**config.mk**
```make
export PLATFORM = sky130hd
export DESIGN_NAME = param_register_file_flat
export DESIGN_NICKNAME = d
export VERILOG_FILES = /design/src/rtl/param_register_file_if.sv /design/src/rtl/param_register_file.sv /design/src/flat_wrapper.sv
export SDC_FILE = /design/constraint.sdc
export NUM_CORES = 1
export LEC_CHECK = 0
export CORE_ASPECT_RATIO = 0.9
export CORE_MARGIN = 4
export CORE_UTILIZATION = 61
export DETAILED_ROUTE_END_ITERATION = 12
export PLACE_DENSITY = 0.85
export SYNTH_ARGS = -nofsm -noshare
export SYNTH_HDL_FRONTEND = slang
export SYNTH_SLANG_ARGS = --single-unit
```
**constraint.sdc**
```tcl
create_clock -name _CLK -period 4.8 [get_ports _CLK]
set_input_delay 0.96 -clock _CLK [delete_from_list [all_inputs] [get_ports _CLK]]
set_output_delay 0.96 -clock _CLK [all_outputs]
set_load 0.05 [all_outputs]
```
**src/rtl/param_register_file_if.sv**
```systemverilog
// Register-file bus: writeback write port, issue reserve port, decode read ports.
interface param_register_file_if #(
    parameter int DATA_W = 8,
    parameter int ADDR_W = 3,
    parameter int NUM_RD = 2
);
    localparam int DEPTH = 2 ** ADDR_W;

    logic                     _regWrite;
    logic [ADDR_W-1:0]        _regDest;
    logic [DATA_W-1:0]        _writeVal;
    logic                     _reserve;
    logic [ADDR_W-1:0]        _reserveDest;
    logic [NUM_RD*ADDR_W-1:0] _regSrc;
    logic [NUM_RD*DATA_W-1:0] values;
    logic [NUM_RD-1:0]        srcBusy;
    logic [DEPTH-1:0]         busyMask;

    // Decode/writeback side drives indices and data, observes read results.
    modport master (
        output _regWrite, _regDest, _writeVal, _reserve, _reserveDest, _regSrc,
        input  values, srcBusy, busyMask
    );

    // Register file side.
    modport slave (
        input  _regWrite, _regDest, _writeVal, _reserve, _reserveDest, _regSrc,
        output values, srcBusy, busyMask
    );
endinterface

```
**src/rtl/param_register_file.sv**
```systemverilog
// Parameterised register file with optional hardwired r0, optional
// write-to-read forwarding and a per-register busy scoreboard.
module param_register_file #(
    parameter int DATA_W   = 8,
    parameter int ADDR_W   = 3,
    parameter int NUM_RD   = 2,
    parameter int ZERO_REG = 1,
    parameter int BYPASS   = 1
) (
    input  logic                  _CLK,
    input  logic                  _RESET,
    param_register_file_if.slave  rf
);
    localparam int DEPTH = 2 ** ADDR_W;

    logic [DEPTH-1:0][DATA_W-1:0] regs_q, regs_d;
    logic [DEPTH-1:0]             busy_q, busy_d;
    logic                         wr_ok, res_ok;

    // r0 suppression applies to both the write and the reserve port.
    always_comb begin
        wr_ok  = rf._regWrite && !((ZERO_REG != 0) && (rf._regDest == '0));
        res_ok = rf._reserve  && !((ZERO_REG != 0) && (rf._reserveDest == '0));
    end

    // Next-state: writeback clears busy, a reserve in the same cycle re-sets it
    // because it marks a newer producer for that register.
    always_comb begin
        regs_d = regs_q;
        busy_d = busy_q;
        if (wr_ok) begin
            regs_d[rf._regDest] = rf._writeVal;
            busy_d[rf._regDest] = 1'b0;
        end
        if (res_ok) begin
            busy_d[rf._reserveDest] = 1'b1;
        end
    end

    // State registers; reset overrides any write or reserve on the same edge.
    always_ff @(posedge _CLK) begin
        if (_RESET) begin
            regs_q <= '0;
            busy_q <= '0;
        end else begin
            regs_q <= regs_d;
            busy_q <= busy_d;
        end
    end

    assign rf.busyMask = busy_q;

    for (genvar i = 0; i < NUM_RD; i++) begin : g_rd
        logic [ADDR_W-1:0] idx;
        logic              is_r0;
        logic              fwd;

        assign idx   = rf._regSrc[i*ADDR_W +: ADDR_W];
        assign is_r0 = (ZERO_REG != 0) && (idx == '0);
        // Forward only writes that will actually land on this edge.
        assign fwd   = (BYPASS != 0) && rf._regWrite && !_RESET &&
                       (idx == rf._regDest) && !is_r0;

        // Read mux: hardwired zero, then forwarded data, then stored state.
        always_comb begin
            rf.values[i*DATA_W +: DATA_W] = regs_q[idx];
            rf.srcBusy[i]                 = busy_q[idx];
            if (is_r0) begin
                rf.values[i*DATA_W +: DATA_W] = '0;
                rf.srcBusy[i]                 = 1'b0;
            end else if (fwd) begin
                rf.values[i*DATA_W +: DATA_W] = rf._writeVal;
                rf.srcBusy[i]                 = res_ok && (rf._reserveDest == idx);
            end
        end
    end
endmodule

```
**src/flat_wrapper.sv**
```systemverilog
// flat-port wrapper written by rule: the top's interface ports become plain ports
module param_register_file_flat 
#(
    parameter int DATA_W   = 8,
    parameter int ADDR_W   = 3,
    parameter int NUM_RD   = 2,
    parameter int ZERO_REG = 1,
    parameter int BYPASS   = 1
)
  (_CLK, _RESET, rf__regWrite, rf__regDest, rf__writeVal, rf__reserve, rf__reserveDest, rf__regSrc, rf_values, rf_srcBusy, rf_busyMask);
  param_register_file_if #(.DATA_W(DATA_W), .ADDR_W(ADDR_W), .NUM_RD(NUM_RD)) rf_i ();
  input  logic _CLK;
  input  logic _RESET;
  input wire logic [$bits(rf_i._regWrite)-1:0] rf__regWrite;
  input wire logic [$bits(rf_i._regDest)-1:0] rf__regDest;
  input wire logic [$bits(rf_i._writeVal)-1:0] rf__writeVal;
  input wire logic [$bits(rf_i._reserve)-1:0] rf__reserve;
  input wire logic [$bits(rf_i._reserveDest)-1:0] rf__reserveDest;
  input wire logic [$bits(rf_i._regSrc)-1:0] rf__regSrc;
  output wire logic [$bits(rf_i.values)-1:0] rf_values;
  output wire logic [$bits(rf_i.srcBusy)-1:0] rf_srcBusy;
  output wire logic [$bits(rf_i.busyMask)-1:0] rf_busyMask;
  assign rf_i._regWrite = rf__regWrite;
  assign rf_i._regDest = rf__regDest;
  assign rf_i._writeVal = rf__writeVal;
  assign rf_i._reserve = rf__reserve;
  assign rf_i._reserveDest = rf__reserveDest;
  assign rf_i._regSrc = rf__regSrc;
  assign rf_values = rf_i.values;
  assign rf_srcBusy = rf_i.srcBusy;
  assign rf_busyMask = rf_i.busyMask;
  param_register_file #(.DATA_W(DATA_W), .ADDR_W(ADDR_W), .NUM_RD(NUM_RD), .ZERO_REG(ZERO_REG), .BYPASS(BYPASS)) u_core (._CLK(_CLK), ._RESET(_RESET), .rf(rf_i));
endmodule
```
==> impl_metrics.tcl <==
set metrics [dict create \
    final_cell_mix "121 x nand2_1, 72 x dfxtp_1, 57 x a21oi_1" \
    finalSetupViolCount 0 \
    final_common_cell "nand2_1" \
    clockBufferDepth 2 \
    track_usage_pct 32.5 \
    grt_pass1_vias 3916 \
    io_pins 50 \
    cp.arrival_ps 3280 \
    netlist_top_cells_area "dfxtp_1 35%, mux4_2 19%, nand2_1 11%" \
    syn2layout_area_growth_pct 15.8 \
    synth_top_cell_by_area "dfxtp_1" \
    synth_top_area_share_pct 34.6 \
    antenna_found_initial 0 \
    drt_iter0_drc 436 \
    cts.sinks 72 \
    skew_ps 0 \
    remaining_drc_errors 0 \
    period_minus_slack_ps 4240 \
    antenna_cells 0 \
    synth_cell_types 30 \
    drv_cap 0 \
    p_leak_nw 1.90 \
    worstSetupStartpointType "input port" \
    cp-end-kind "primary output" \
    r2r-end "u_core.rf.busyMask[1]$_SDFF_PP0_" \
    cts-root-buf "clkbuf_8" \
    ys_seq_elements 72 \
    nFillCells 515 \
    dieArea_um2 8210 \
    gp_congestion 0.903 \
    viasPerCell 6.69 \
    r2r_slack_ps 4080 \
    place_area_um2 4590 \
    setup-tns-final_ps 0 \
    synth_fp_nets 488 \
    tightest_slew_ps 978 \
    vias 3909 \
    firstDrtPassIters 8 \
    synthCells 464 \
    cp_max_fo 13 \
    cts_tree "built" \
    pwr_density_cell_nw_per_um2 284 \
    detail_route.wl_per_cell_um 21.6 \
    grt_max_degree 37 \
    worstPathRequired_ps 3840 \
    layout-drive-gt1-share_pct 17.4 \
    netlist_area_um2 4160 \
    dp_hpwl_um 8480 \
    register_area_um2 1440 \
    fmax_mhz 236 \
    clk_pin_slew_ps 80 \
    slew_violations 0 \
    port_buffers 49 \
    grt_overflow 0 \
    start_util_pct 63.2 \
    grt_pass1_wl_um 20200 \
    hold_viol 0 \
    hold_start "u_core.regs_q[37]$_SDFFE_PP0P_" \
    min_path_cells 2 \
    power_w 0.00137 \
    worstSetupPathType "input port to primary output" \
    final_area_um2 4820 \
    cts_resized 0 \
    period_share_pct 88.3 \
    max_slew_margin_pct 34.5 \
    clk_latency_ps 340 \
    hold_class "flip-flop to flip-flop" \
    status "finished, final reports clean" \
    multiInputGateArea_um2 2500 \
    layout.nets 513 \
    cts_hold_buf 0 \
    holdPathEnd "u_core.regs_q[37]$_SDFFE_PP0P_" \
    worst_r2r_path_depth 2 \
    num_rows 28 \
    r2r_start "u_core.rf.busyMask[1]$_SDFF_PP0_" \
    ys_warn_count 0 \
    coreArea_um2 6590 \
    die_w_um 95.1 \
    ant_nets 0 \
    peakVddDrop_uv 223 \
    dieHeight_um 86.3 \
    postCtsSetupBuffers 0 \
    htree_levels 3 \
    cts_buffers 9 \
    rsz0062_at_grt "false" \
    yosysSeqAreaShare_pct 34.6 \
    synth.avg_cell_area_um2 8.97 \
    drt-total-wl_um 12600 \
]
==> Yosys cell counts <==
master	number
xor2_1	4
dfxtp_1	72
o21ai_0	2
o21ba_2	2
nand2_1	121
a211o_1	2
or4b_1	2
buf_1	16
a21oi_1	57
and2_4	2
or3_1	5
a32oi_1	4
nor2_1	17
mux2i_1	18
nor2b_1	15
nand2b_1	5
a22oi_1	2
buf_4	1
clkbuf_1	16
buf_6	4
or3b_1	2
o211a_1	18
nor3_1	1
xnor2_1	2
nand4_1	2
buf_2	9
nand4b_1	2
a211oi_1	2
mux4_2	36
nand3_1	23
==> where the power goes <==
group | total, W | switching (W) | leakage, nW | internal, W
clock network | 0.000529 | 0.000230 | 0.112 | 0.000299
registers | 0.000618 | 0.00000958 | 0.582 | 0.000609
logic | 0.000219 | 0.000135 | 1.20 | 0.0000845
total | 0.00137 | 0.000374 | 1.90 | 0.000992
==> how the worst max path moves through the flow <==
stage,from,endpoint,slack (ps),cells past startpoint
final,rf__regDest[1],rf_values[12],560,6
after global routing,rf__regSrc[4],rf_values[8],510,6
after CTS,rf__regDest[0],rf_values[12],630,6
after detailed placement,rf__regDest[1],rf_srcBusy[1],640,6
after global placement,rf__regSrc[4],rf_srcBusy[1],650,6
after floorplan,rf__regSrc[5],rf_srcBusy[1],1310,7
==> logic make-up after synthesis <==
| family | Yosys count | share of synthesized area (%) |
|---|---|---|
| mux | 54 | 23.8 |
| compound gates | 89 | 13.9 |
| buf+inv | 46 | 5.23 |
| xor+xnor | 6 | 1.26 |
| flops | 72 | 34.6 |
| simple gates | 197 | 21.1 |
==> registers in the layout, summed over array words and instances, names as in the netlist <==
| register | cells |
|---|---|
| u_core.regs_q | 64 |
| u_core.rf.busyMask | 8 |
==> worst max-delay path, cell delays in order <==
cell and delay, ps:
clkdlybuf4s50_1 740, or3b_1 400, a211o_1 480, and2_4 270, o211a_1 240, buf_4 200
==> routing by layer <==
metal  share of wire (%)  routed length (um)  GRT usage (%)  vias up
met3                  14                1710           10.6       42
met1                  37                4620           41.2     1867
met4                 2.6                 326           12.6        0
met2                  47                5970           51.9      301
li1                    -                   -              -     1699
met5                   0                   0              0        -
==> layout make-up <==
class                   instances  area share (%)
well taps                      90            2.34
multi-input cells             346            51.9
flip-flops and latches         72            29.9
clock inverters                 3           0.961
repair buffers                 60            11.1
clock buffers                  13            3.72
==> metrics by stage <==
stage	worst slack [ps]	std cells	hold slack [ps]	util, %
after floorplan	1310	464	443	-
after global placement	655	568	448	69.7
after detailed placement	639	568	459	69.7
after CTS	627	584	468	73.1
after global routing	515	584	491	73.1
final	560	584	470	73.1
Note: power is estimated with default switching activity, not from simulation.
